File: config.mk
export PLATFORM = sky130hd
export DESIGN_NAME = sid_voice_alloc
export DESIGN_NICKNAME = d
export VERILOG_FILES = /design/src/rtl/sid_pkg.sv /design/src/rtl/sid_rr_arb.sv /design/src/rtl/sid_voice_alloc.sv
export SDC_FILE = /design/constraint.sdc
export NUM_CORES = 1
export LEC_CHECK = 0
export CORE_MARGIN = 2
export CORE_UTILIZATION = 35
export CTS_BUF_LIST = sky130_fd_sc_hd__clkbuf_8
export DETAILED_ROUTE_END_ITERATION = 8
export SETUP_SLACK_MARGIN = 0.02
export SYNTH_ARGS = -nofsm -noshare
export SYNTH_HDL_FRONTEND = slang
export SYNTH_SLANG_ARGS = --single-unit
File: constraint.sdc
create_clock -name clk -period 2.55 [get_ports clk]
set_input_delay 0.51 -clock clk [delete_from_list [all_inputs] [get_ports clk]]
set_output_delay 0.51 -clock clk [all_outputs]
set_load 0.01 [all_outputs]
File: src/rtl/sid_pkg.sv
// rtl/sid_pkg.sv - shared types and constants for the SID voice allocator
//
// Holds the allocator FSM state encoding, the requester IDs used to index
// the two request ports and the default gate-low retrigger gap length.
package sid_pkg;

    typedef enum logic [1:0] {
        ST_IDLE  = 2'd0,
        ST_ALLOC = 2'd1,
        ST_GAP   = 2'd2
    } sid_state_e;

    localparam logic REQ_SPI = 1'b0;
    localparam logic REQ_SEQ = 1'b1;

    localparam int RETRIG_CYCLES_DEF = 4;

endpackage

File: src/rtl/sid_rr_arb.sv
// rtl/sid_rr_arb.sv - stateless 2-way round-robin arbiter
//
// Ports:
//   valid      in  2  request pending per requester
//   last_grant in  1  ID of the requester that won the previous transfer
//   grant      out 2  one-hot winner, zero when nothing is valid
module sid_rr_arb
    import sid_pkg::*;
(
    input  logic [1:0] valid,
    input  logic       last_grant,
    output logic [1:0] grant
);

    always_comb begin
        grant = 2'b00;
        if (valid == 2'b11) begin
            // Contention: the previous winner yields.
            if (last_grant == REQ_SPI) begin
                grant[REQ_SEQ] = 1'b1;
            end else begin
                grant[REQ_SPI] = 1'b1;
            end
        end else begin
            // Zero or one requester valid: the valid vector is already one-hot.
            grant = valid;
        end
    end

endmodule

File: src/rtl/sid_voice_alloc.sv
// rtl/sid_voice_alloc.sv - two-voice note allocator with retrigger and voice stealing
//
// Accepts note-on/off events from two requesters (SPI, sequencer) through a
// round-robin arbitrated valid/ready handshake and maps them onto two voices.
//
// Ports:
//   clk, rst                    clock, synchronous active-high reset
//   req_valid/req_ready [1:0]   per-requester handshake
//   req_note_on [1:0]           1 = note-on, 0 = note-off
//   req_freq_0/1 [15:0]         frequency word (note-on only)
//   req_tag_0/1 [3:0]           note ID pairing note-off with note-on
//   voice_freq_0/1 [15:0]       registered voice frequency
//   voice_gate [1:0]            registered voice gate
//   voice_busy [1:0]            voice owned by a sounding note
//   steal_count [7:0]           saturating count of voice steals
module sid_voice_alloc
    import sid_pkg::*;
#(
    parameter int RETRIG_CYCLES = RETRIG_CYCLES_DEF
) (
    input  logic        clk,
    input  logic        rst,
    input  logic [1:0]  req_valid,
    output logic [1:0]  req_ready,
    input  logic [1:0]  req_note_on,
    input  logic [15:0] req_freq_0,
    input  logic [15:0] req_freq_1,
    input  logic [3:0]  req_tag_0,
    input  logic [3:0]  req_tag_1,
    output logic [15:0] voice_freq_0,
    output logic [15:0] voice_freq_1,
    output logic [1:0]  voice_gate,
    output logic [1:0]  voice_busy,
    output logic [7:0]  steal_count
);

    localparam logic [3:0] CNT_INIT = 4'(RETRIG_CYCLES - 1);

    sid_state_e       state_q, state_d;
    logic [3:0]       cnt_q, cnt_d;
    logic             last_grant_q, last_grant_d;
    logic             ev_id_q, ev_id_d;
    logic             ev_on_q, ev_on_d;
    logic [15:0]      ev_freq_q, ev_freq_d;
    logic [3:0]       ev_tag_q, ev_tag_d;
    logic             tgt_q, tgt_d;
    logic [1:0][15:0] freq_q, freq_d;
    logic [1:0]       gate_q, gate_d;
    logic [1:0]       busy_q, busy_d;
    logic [1:0]       owner_q, owner_d;
    logic [1:0][3:0]  tag_q, tag_d;
    logic             newest_q, newest_d;
    logic [7:0]       steal_q, steal_d;

    logic [1:0] grant;
    logic [1:0] match;
    logic       alloc_tgt;
    logic       alloc_steal;
    logic       load_en;
    logic       load_idx;

    sid_rr_arb u_arb (
        .valid      (req_valid),
        .last_grant (last_grant_q),
        .grant      (grant)
    );

    // Ready is held off during reset so nothing is accepted while state is cleared.
    assign req_ready = (state_q == ST_IDLE && !rst) ? grant : 2'b00;

    // A voice matches the latched event when it is sounding for the same requester and tag.
    assign match[0] = busy_q[0] && (owner_q[0] == ev_id_q) && (tag_q[0] == ev_tag_q);
    assign match[1] = busy_q[1] && (owner_q[1] == ev_id_q) && (tag_q[1] == ev_tag_q);

    // Note-on target: retrigger, then lowest free voice, then steal the older voice.
    always_comb begin
        alloc_tgt   = 1'b0;
        alloc_steal = 1'b0;
        if (match[0]) begin
            alloc_tgt = 1'b0;
        end else if (match[1]) begin
            alloc_tgt = 1'b1;
        end else if (!busy_q[0]) begin
            alloc_tgt = 1'b0;
        end else if (!busy_q[1]) begin
            alloc_tgt = 1'b1;
        end else begin
            alloc_tgt   = ~newest_q;
            alloc_steal = 1'b1;
        end
    end

    always_comb begin
        state_d      = state_q;
        cnt_d        = cnt_q;
        last_grant_d = last_grant_q;
        ev_id_d      = ev_id_q;
        ev_on_d      = ev_on_q;
        ev_freq_d    = ev_freq_q;
        ev_tag_d     = ev_tag_q;
        tgt_d        = tgt_q;
        freq_d       = freq_q;
        gate_d       = gate_q;
        busy_d       = busy_q;
        owner_d      = owner_q;
        tag_d        = tag_q;
        newest_d     = newest_q;
        steal_d      = steal_q;
        load_en      = 1'b0;
        load_idx     = 1'b0;

        case (state_q)
            ST_IDLE: begin
                if (|(req_ready & req_valid)) begin
                    ev_id_d      = grant[1];
                    ev_on_d      = req_note_on[grant[1]];
                    ev_freq_d    = grant[1] ? req_freq_1 : req_freq_0;
                    ev_tag_d     = grant[1] ? req_tag_1 : req_tag_0;
                    last_grant_d = grant[1];
                    state_d      = ST_ALLOC;
                end
            end
            ST_ALLOC: begin
                state_d = ST_IDLE;
                if (ev_on_q) begin
                    if (alloc_steal && steal_q != 8'hFF) begin
                        steal_d = steal_q + 8'd1;
                    end
                    tgt_d = alloc_tgt;
                    if (gate_q[alloc_tgt]) begin
                        // Sounding voice: drop the gate first so the envelope restarts cleanly.
                        gate_d[alloc_tgt] = 1'b0;
                        cnt_d             = CNT_INIT;
                        state_d           = ST_GAP;
                    end else begin
                        load_en  = 1'b1;
                        load_idx = alloc_tgt;
                    end
                end else if (match[0]) begin
                    gate_d[0] = 1'b0;
                    busy_d[0] = 1'b0;
                end else if (match[1]) begin
                    gate_d[1] = 1'b0;
                    busy_d[1] = 1'b0;
                end
            end
            ST_GAP: begin
                if (cnt_q == 4'd0) begin
                    load_en  = 1'b1;
                    load_idx = tgt_q;
                    state_d  = ST_IDLE;
                end else begin
                    cnt_d = cnt_q - 4'd1;
                end
            end
            default: begin
                state_d = ST_IDLE;
            end
        endcase

        if (load_en) begin
            freq_d[load_idx]  = ev_freq_q;
            gate_d[load_idx]  = 1'b1;
            busy_d[load_idx]  = 1'b1;
            owner_d[load_idx] = ev_id_q;
            tag_d[load_idx]   = ev_tag_q;
            newest_d          = load_idx;
        end
    end

    always_ff @(posedge clk) begin
        if (rst) begin
            state_q      <= ST_IDLE;
            cnt_q        <= 4'd0;
            last_grant_q <= REQ_SEQ;
            ev_id_q      <= REQ_SPI;
            ev_on_q      <= 1'b0;
            ev_freq_q    <= 16'd0;
            ev_tag_q     <= 4'd0;
            tgt_q        <= 1'b0;
            freq_q       <= '0;
            gate_q       <= 2'b00;
            busy_q       <= 2'b00;
            owner_q      <= 2'b00;
            tag_q        <= '0;
            newest_q     <= 1'b1;
            steal_q      <= 8'd0;
        end else begin
            state_q      <= state_d;
            cnt_q        <= cnt_d;
            last_grant_q <= last_grant_d;
            ev_id_q      <= ev_id_d;
            ev_on_q      <= ev_on_d;
            ev_freq_q    <= ev_freq_d;
            ev_tag_q     <= ev_tag_d;
            tgt_q        <= tgt_d;
            freq_q       <= freq_d;
            gate_q       <= gate_d;
            busy_q       <= busy_d;
            owner_q      <= owner_d;
            tag_q        <= tag_d;
            newest_q     <= newest_d;
            steal_q      <= steal_d;
        end
    end

    assign voice_freq_0 = freq_q[0];
    assign voice_freq_1 = freq_q[1];
    assign voice_gate   = gate_q;
    assign voice_busy   = busy_q;
    assign steal_count  = steal_q;

endmodule

==> Word level (Yosys, flattened, before mapping) <==
Cells that the tools add are included.
{ "word_totals": {"register_bits": 85, "inputBits": 46, "output_inout_bits": 46, "latch_bits": 0, "elab_cells": 120, "rom_bits": 0, "n_memories": 0, "ramBits": 0} }
{ "op_classes": {"n_div": 0, "n_reduce_logical": 18, "eq_ne": 13, "n_addsub": 2, "shift": 0, "n_lt_le_gt_ge": 5, "bitwise_logic": 6, "mux": 59, "n_mul": 0} }
{ "ops": {"columns": ["cell", "n"], "rows": [
  ["bitwise mux 32 bit", 1],
  ["2-to-1 mux 16 bit", 2],
  ["2-to-1 mux 1 bit", 28],
  ["2-to-1 mux 2 bit", 13],
  ["2-to-1 mux 4 bit", 5],
  ["demux 16 bit (select 1 bit)", 1],
  ["adder 8 x 1 -> 8 bit, second input constant", 1],
  ["bitwise mux 8 bit", 1],
  ["equality test 4 bit", 2],
  ["logical AND 1 bit", 8],
  ["inequality test 2 bit, second input constant", 4],
  ["inequality test 8 bit, second input constant", 1],
  ["one-hot mux 4 bit (2 select lines)", 1],
  ["less-than comparator 1 x 2 -> 1 bit, second input constant", 3],
  ["one-hot mux 2 bit (3 select lines)", 1],
  ["AND reduction 2 bit", 3],
  ["bitwise AND 2 bit", 2],
  ["demux 4 bit (select 1 bit)", 1],
  ["equality test 2 bit, second input constant", 2],
  ["logical NOT 4 bit", 1],
  ["bitwise OR 2 bit", 2],
  ["one-hot mux 1 bit (2 select lines)", 2],
  ["AND reduction 4 bit", 1],
  ["subtractor 4 x 1 -> 4 bit, second input constant", 1],
  ["other kinds (13)", 16]
]} }

==> Logic depth before layout (Yosys ltp) <==
{ "depth": {"depth_word": 16, "depth_mapped": 11, "mapped_depth_nobuf": 9} }

==> Hierarchy <==
Synthesis repeated with hierarchy kept, for this count alone.
{ "hier_totals": {"cells_unflattened": 380, "area_unflattened_um2": 3671.0} }
{ "modules_own_cells": {"columns": ["module", "cells_per_inst", "seq_area_each_um2", "area_each_um2", "instances"], "rows": [
  ["sid_voice_alloc", 377, 1701.6, 3652.3, 1],
  ["sid_rr_arb", 3, 0.0, 18.8, 1]
]} }

==> Least setup slack after synthesis <==
No wires, ideal clock.
{ "synth_path": {"kind": "input to output", "start": "input port req_valid[1]", "end": "output port req_ready[1]", "stages": 3, "required_ns": 2.040, "n_path_buf": 1, "setup_slack_ns": 0.523, "t_arrival_ns": 1.517, "cell_sequence": "a21boi_1 > clkbuf_1 > and2_1"} }
{ "synth_between": {"elab_chain_cells": 3} }
{ "synth_rtl": {"columns": ["item", "line", "rtl"], "rows": [
  ["start: declaration", "sid_voice_alloc.sv:23", "input logic [1:0] req_valid,"],
  ["equality test 2 bit", "sid_rr_arb.sv:17", "if (valid == 2'b11) begin"],
  ["2-to-1 mux 2 bit *", "sid_rr_arb.sv:17", null],
  ["2-to-1 mux 2 bit *", "sid_voice_alloc.sv:69", "assign req_ready = (state_q == ST_IDLE && !rst) ? grant : 2'b00;"],
  ["end: declaration", "sid_voice_alloc.sv:24", "output logic [1:0] req_ready,"]
]} }
Every way passes the cells marked *; elsewhere a longest branch is shown, timed or not.

==> Worst setup path in the final report <==
Ends and elaborated chain as after synthesis.

==> impl_results.md <==
* Die area at 0.0115 mm^2
* PortBufs at 91
* Global-route track usage on met2 at 22.5%
* Vias post-DR at 2922
* Worst-path clk slew at 0.08 ns
* Critical Path RT at 2.04 ns
* Fin. Hold Viols at 0
* Int Pwr at 0.00248 W
* Pin count of the biggest net entering global routing at 85
* Async set-or-reset flop fraction in the synthesized netlist at 0%
* Clk_lat worst skew at 0.34 ns
* Root Buffer Master: clkbuf_8
* Synth Register Bits at 85
* Detail Placement HPWL at 5380 um
* Met3 Track Usage GR at 4.50%
* Htree depth at 3
* Share of layout cells above drive strength 1 at 6.89%
* Worst path cell trace: clkdlybuf4s50_1, a21boi_4, and2_1, clkdlybuf4s50_1
* Final setup fails at 0
* Sw Ratio at 30.4%
* Placeable Area at 0.0103 mm^2
* Crit start category: input pin
* Clock sinks at 85
* Clk buf depth at 2
* Count of pins over their slew limit at 0
* Worst-path maximum fanout at 4
* Leak at 1.96 nW
* Setup Skew at 0.00891 ns
* Post-CTS setup buffer count at 0
* Setup ws final at 0.136 ns
* Setup CP Type: in2out
* Clock Power Share at 28.7%
* CTS resizes at 1
* Congestion Overflow GR at 0
* Avg Cell Area, Syn at 9.55 um^2
* Via/cell ratio at 4.75
* Vias in the first global route at 2820
* Buf/Inv on CP at 2
* Net Sw Power at 0.00108 W
* Seq/Total Area, Yosys at 45.8%
* Worst reg2reg path depth at 9
* Met1 Use GR at 18.4%
* Max Cap Violations at 0
* TritonCTS clock tree: yes
* Post-place setup slack at 0.140 ns
* Synth warn at 0
* Final cycle utilization of the critical path at 94.7%
* Post-Syn Instances at 389
* WHS at 0.498 ns
* Setup TNS at 0 ns
* RePlAce Congestion at 0.802
* First-pass GRT wire length at 13100 um
* Worst path depth at 4
* Router iterations before antenna repair at 4
* Critical path data arrival time at 1.90 ns
* Rel. slew slack at 43.6%
* CP max stage cell: clkdlybuf4s50_1
* Status: finished, final reports clean
* Least-Margin Pin Slew at 0.846 ns
* RSZ-0062 raised after global routing: no
* PnR Total Power at 0.00356 W
* Wire per inst at 12.9 um
* Crit-path max cell delay at 0.53 ns
* Most Crowded Layer GR: met2
* Ys flop type: dfxtp_1
* Die W at 107 um
* Min Clock Period, post-route at 2.41 ns
* FILL cells at 973
* Max Clock Freq at 0.414 GHz
* EDFF count, synth at 0
* Peak VDD IR at 357 uV
* Syn nets at 440
* Hold path depth at 2
* Nets@finish at 525
* Die Ht at 107 um
* CP delay by family, top: buffers and inverters
* CP most frequent cell: clkdlybuf4s50_1
* Rows at 37
* CTS buffer count at 9
* Total GRT Usage at 14.3%
* Area Overhead vs Synth at 34.3%
* Combinational power share at 25.8%
* Post-Syn Area at 0.00371 mm^2
* Hold-fix buffers, CTS at 0
* Starting density of the core at 36.0%
* Initial antenna violation count at 0
* 1st-iter DRT viols at 56
* Antenna Cells at 0
* Post-route ant nets at 0
* Post-Route WL at 7910 um
* I/O pin total at 92
* # DRC at 0
* Register share of total power at 45.5%
* Yosys cell types at 46
* Cell Pwr Density at 715 mW/mm^2
* Crit end category: output pin
* Hold Crit Class: reg2reg
[worst min-delay path, cell delays in order (launching register included)]
cell and delay, ns:
dfxtp_1 0.33, mux2i_1 0.07, nor2_1 0.07
[per-stage QoR]
| step | cell area [um^2] | std cells | utilization, % |
|---|---|---|---|
| final | 4990 | 615 | 48.3 |
| after global routing | 4990 | 615 | 48.3 |
| after CTS | 4980 | 615 | 48.3 |
| after detailed placement | 4760 | 599 | 46.2 |
| after global placement | 4760 | 599 | 46.2 |
| after floorplan | 3710 | 389 | - |
[cell usage after synthesis, types with 2 or more instances]
library cell	instances	area share (%)
o211ai_1	2	0.40
xnor2_1	9	2.1
ha_1	5	1.7
nor2b_1	2	0.34
nor2_1	81	8.2
nand2_1	13	1.3
mux2i_1	64	17
a21oi_1	11	1.5
o21a_1	2	0.40
buf_6	4	1.2
a31oi_1	2	0.34
buf_2	2	0.27
o21ai_0	3	0.40
nand3_1	5	0.67
a311oi_1	2	0.47
dfxtp_1	85	46
inv_1	14	1.4
and2_1	2	0.34
a211oi_1	22	4.4
nand2b_1	2	0.34
o21bai_1	2	0.40
nor3_1	6	0.81
xor2_1	9	2.1
o2111ai_1	2	0.47
clkbuf_1	17	1.7
[placed cells by master (no fill, tap or decap), types with 2 or more instances in the layout]
cell / netlist / final
a211oi_1: 22 / 22
nor3_1: 6 / 6
clkbuf_8: 0 / 9
and2_1: 2 / 2
buf_4: 0 / 3
nand3_1: 5 / 5
o2111ai_1: 2 / 2
nor2_1: 81 / 81
o211ai_1: 2 / 2
clkdlybuf4s50_1: 0 / 89
a21oi_1: 11 / 11
mux2i_1: 64 / 64
buf_12: 0 / 3
dfxtp_1: 85 / 85
a31oi_1: 2 / 2
clkinvlp_4: 0 / 2
xnor2_1: 9 / 9
nand2b_1: 2 / 2
nand2_1: 13 / 13
inv_1: 14 / 16
o21ai_0: 3 / 3
bufinv_16: 0 / 2
a311oi_1: 2 / 2
o21bai_1: 2 / 2
o21a_1: 2 / 2
xor2_1: 9 / 9
ha_1: 5 / 4
[metal layers]
metal | part of all wire (%) | routed length [um] | vias to the layer above
met5 | 0 | 0 | -
met2 | 46 | 3610 | 64
li1 | - | - | 1509
met1 | 47 | 3750 | 1343
met3 | 5.9 | 465 | 6
met4 | 1.0 | 82 | 0
[area by class of cell]
class | count | area, um^2 | share of cell area, %
clock buffer | 9 | 124 | 2.48
tap | 136 | 170 | 3.41
sequential | 85 | 1700 | 34.1
multi-input combinational | 267 | 1860 | 37.2
timing repair buffer | 97 | 991 | 19.9
inverter | 14 | 52.6 | 1.05
clock inverter | 7 | 91.3 | 1.83
[cell families (layout without fill, tap and decap cells)]
kind of cell / after synthesis / in the layout / share of synthesized area, %
compound gates: 55 / 55 / 11.0
xor+xnor: 18 / 18 / 4.25
fa+ha+maj: 5 / 5 / 1.68
buf+inv: 37 / 127 / 4.62
flops: 85 / 85 / 45.8
mux: 65 / 65 / 17.6
simple gates: 124 / 124 / 15.1
[power by group through the flow]
| stage | clock (W) | sequential, W | combinational (W) |
|---|---|---|---|
| after global routing | 0.00111 | 0.00165 | 0.00104 |
| final | 0.00102 | 0.00162 | 0.000919 |
| after detailed placement | 0 | 0.00165 | 0.000921 |
| after global placement | 0 | 0.00165 | 0.000906 |
| after floorplan | 0 | 0.00162 | 0.000669 |
| after CTS | 0.00105 | 0.00162 | 0.000928 |
[sequential cells by signal, summed over array words and instances (netlist names), 2 cells and up]
| signal | count |
|---|---|
| ev_tag_q | 4 |
| tag_q | 8 |
| state_q | 2 |
| steal_count | 8 |
| voice_gate | 2 |
| cnt_q | 4 |
| ev_freq_q | 16 |
| voice_freq_1 | 16 |
| voice_busy | 2 |
| owner_q | 2 |
| voice_freq_0 | 16 |
[path summary, 6_finish.rpt]
check | startpoint | endpoint | slack, ns
hold reg to reg | voice_freq_1[4] | voice_freq_1[4] | 0.50
setup reg to reg | cnt_q[0] | voice_freq_0[13] | 0.36
hold / removal | voice_freq_1[4] | voice_freq_1[4] | 0.50
setup / recovery | req_valid[1] | req_ready[1] | 0.14
(Power assumes the default switching activity.)
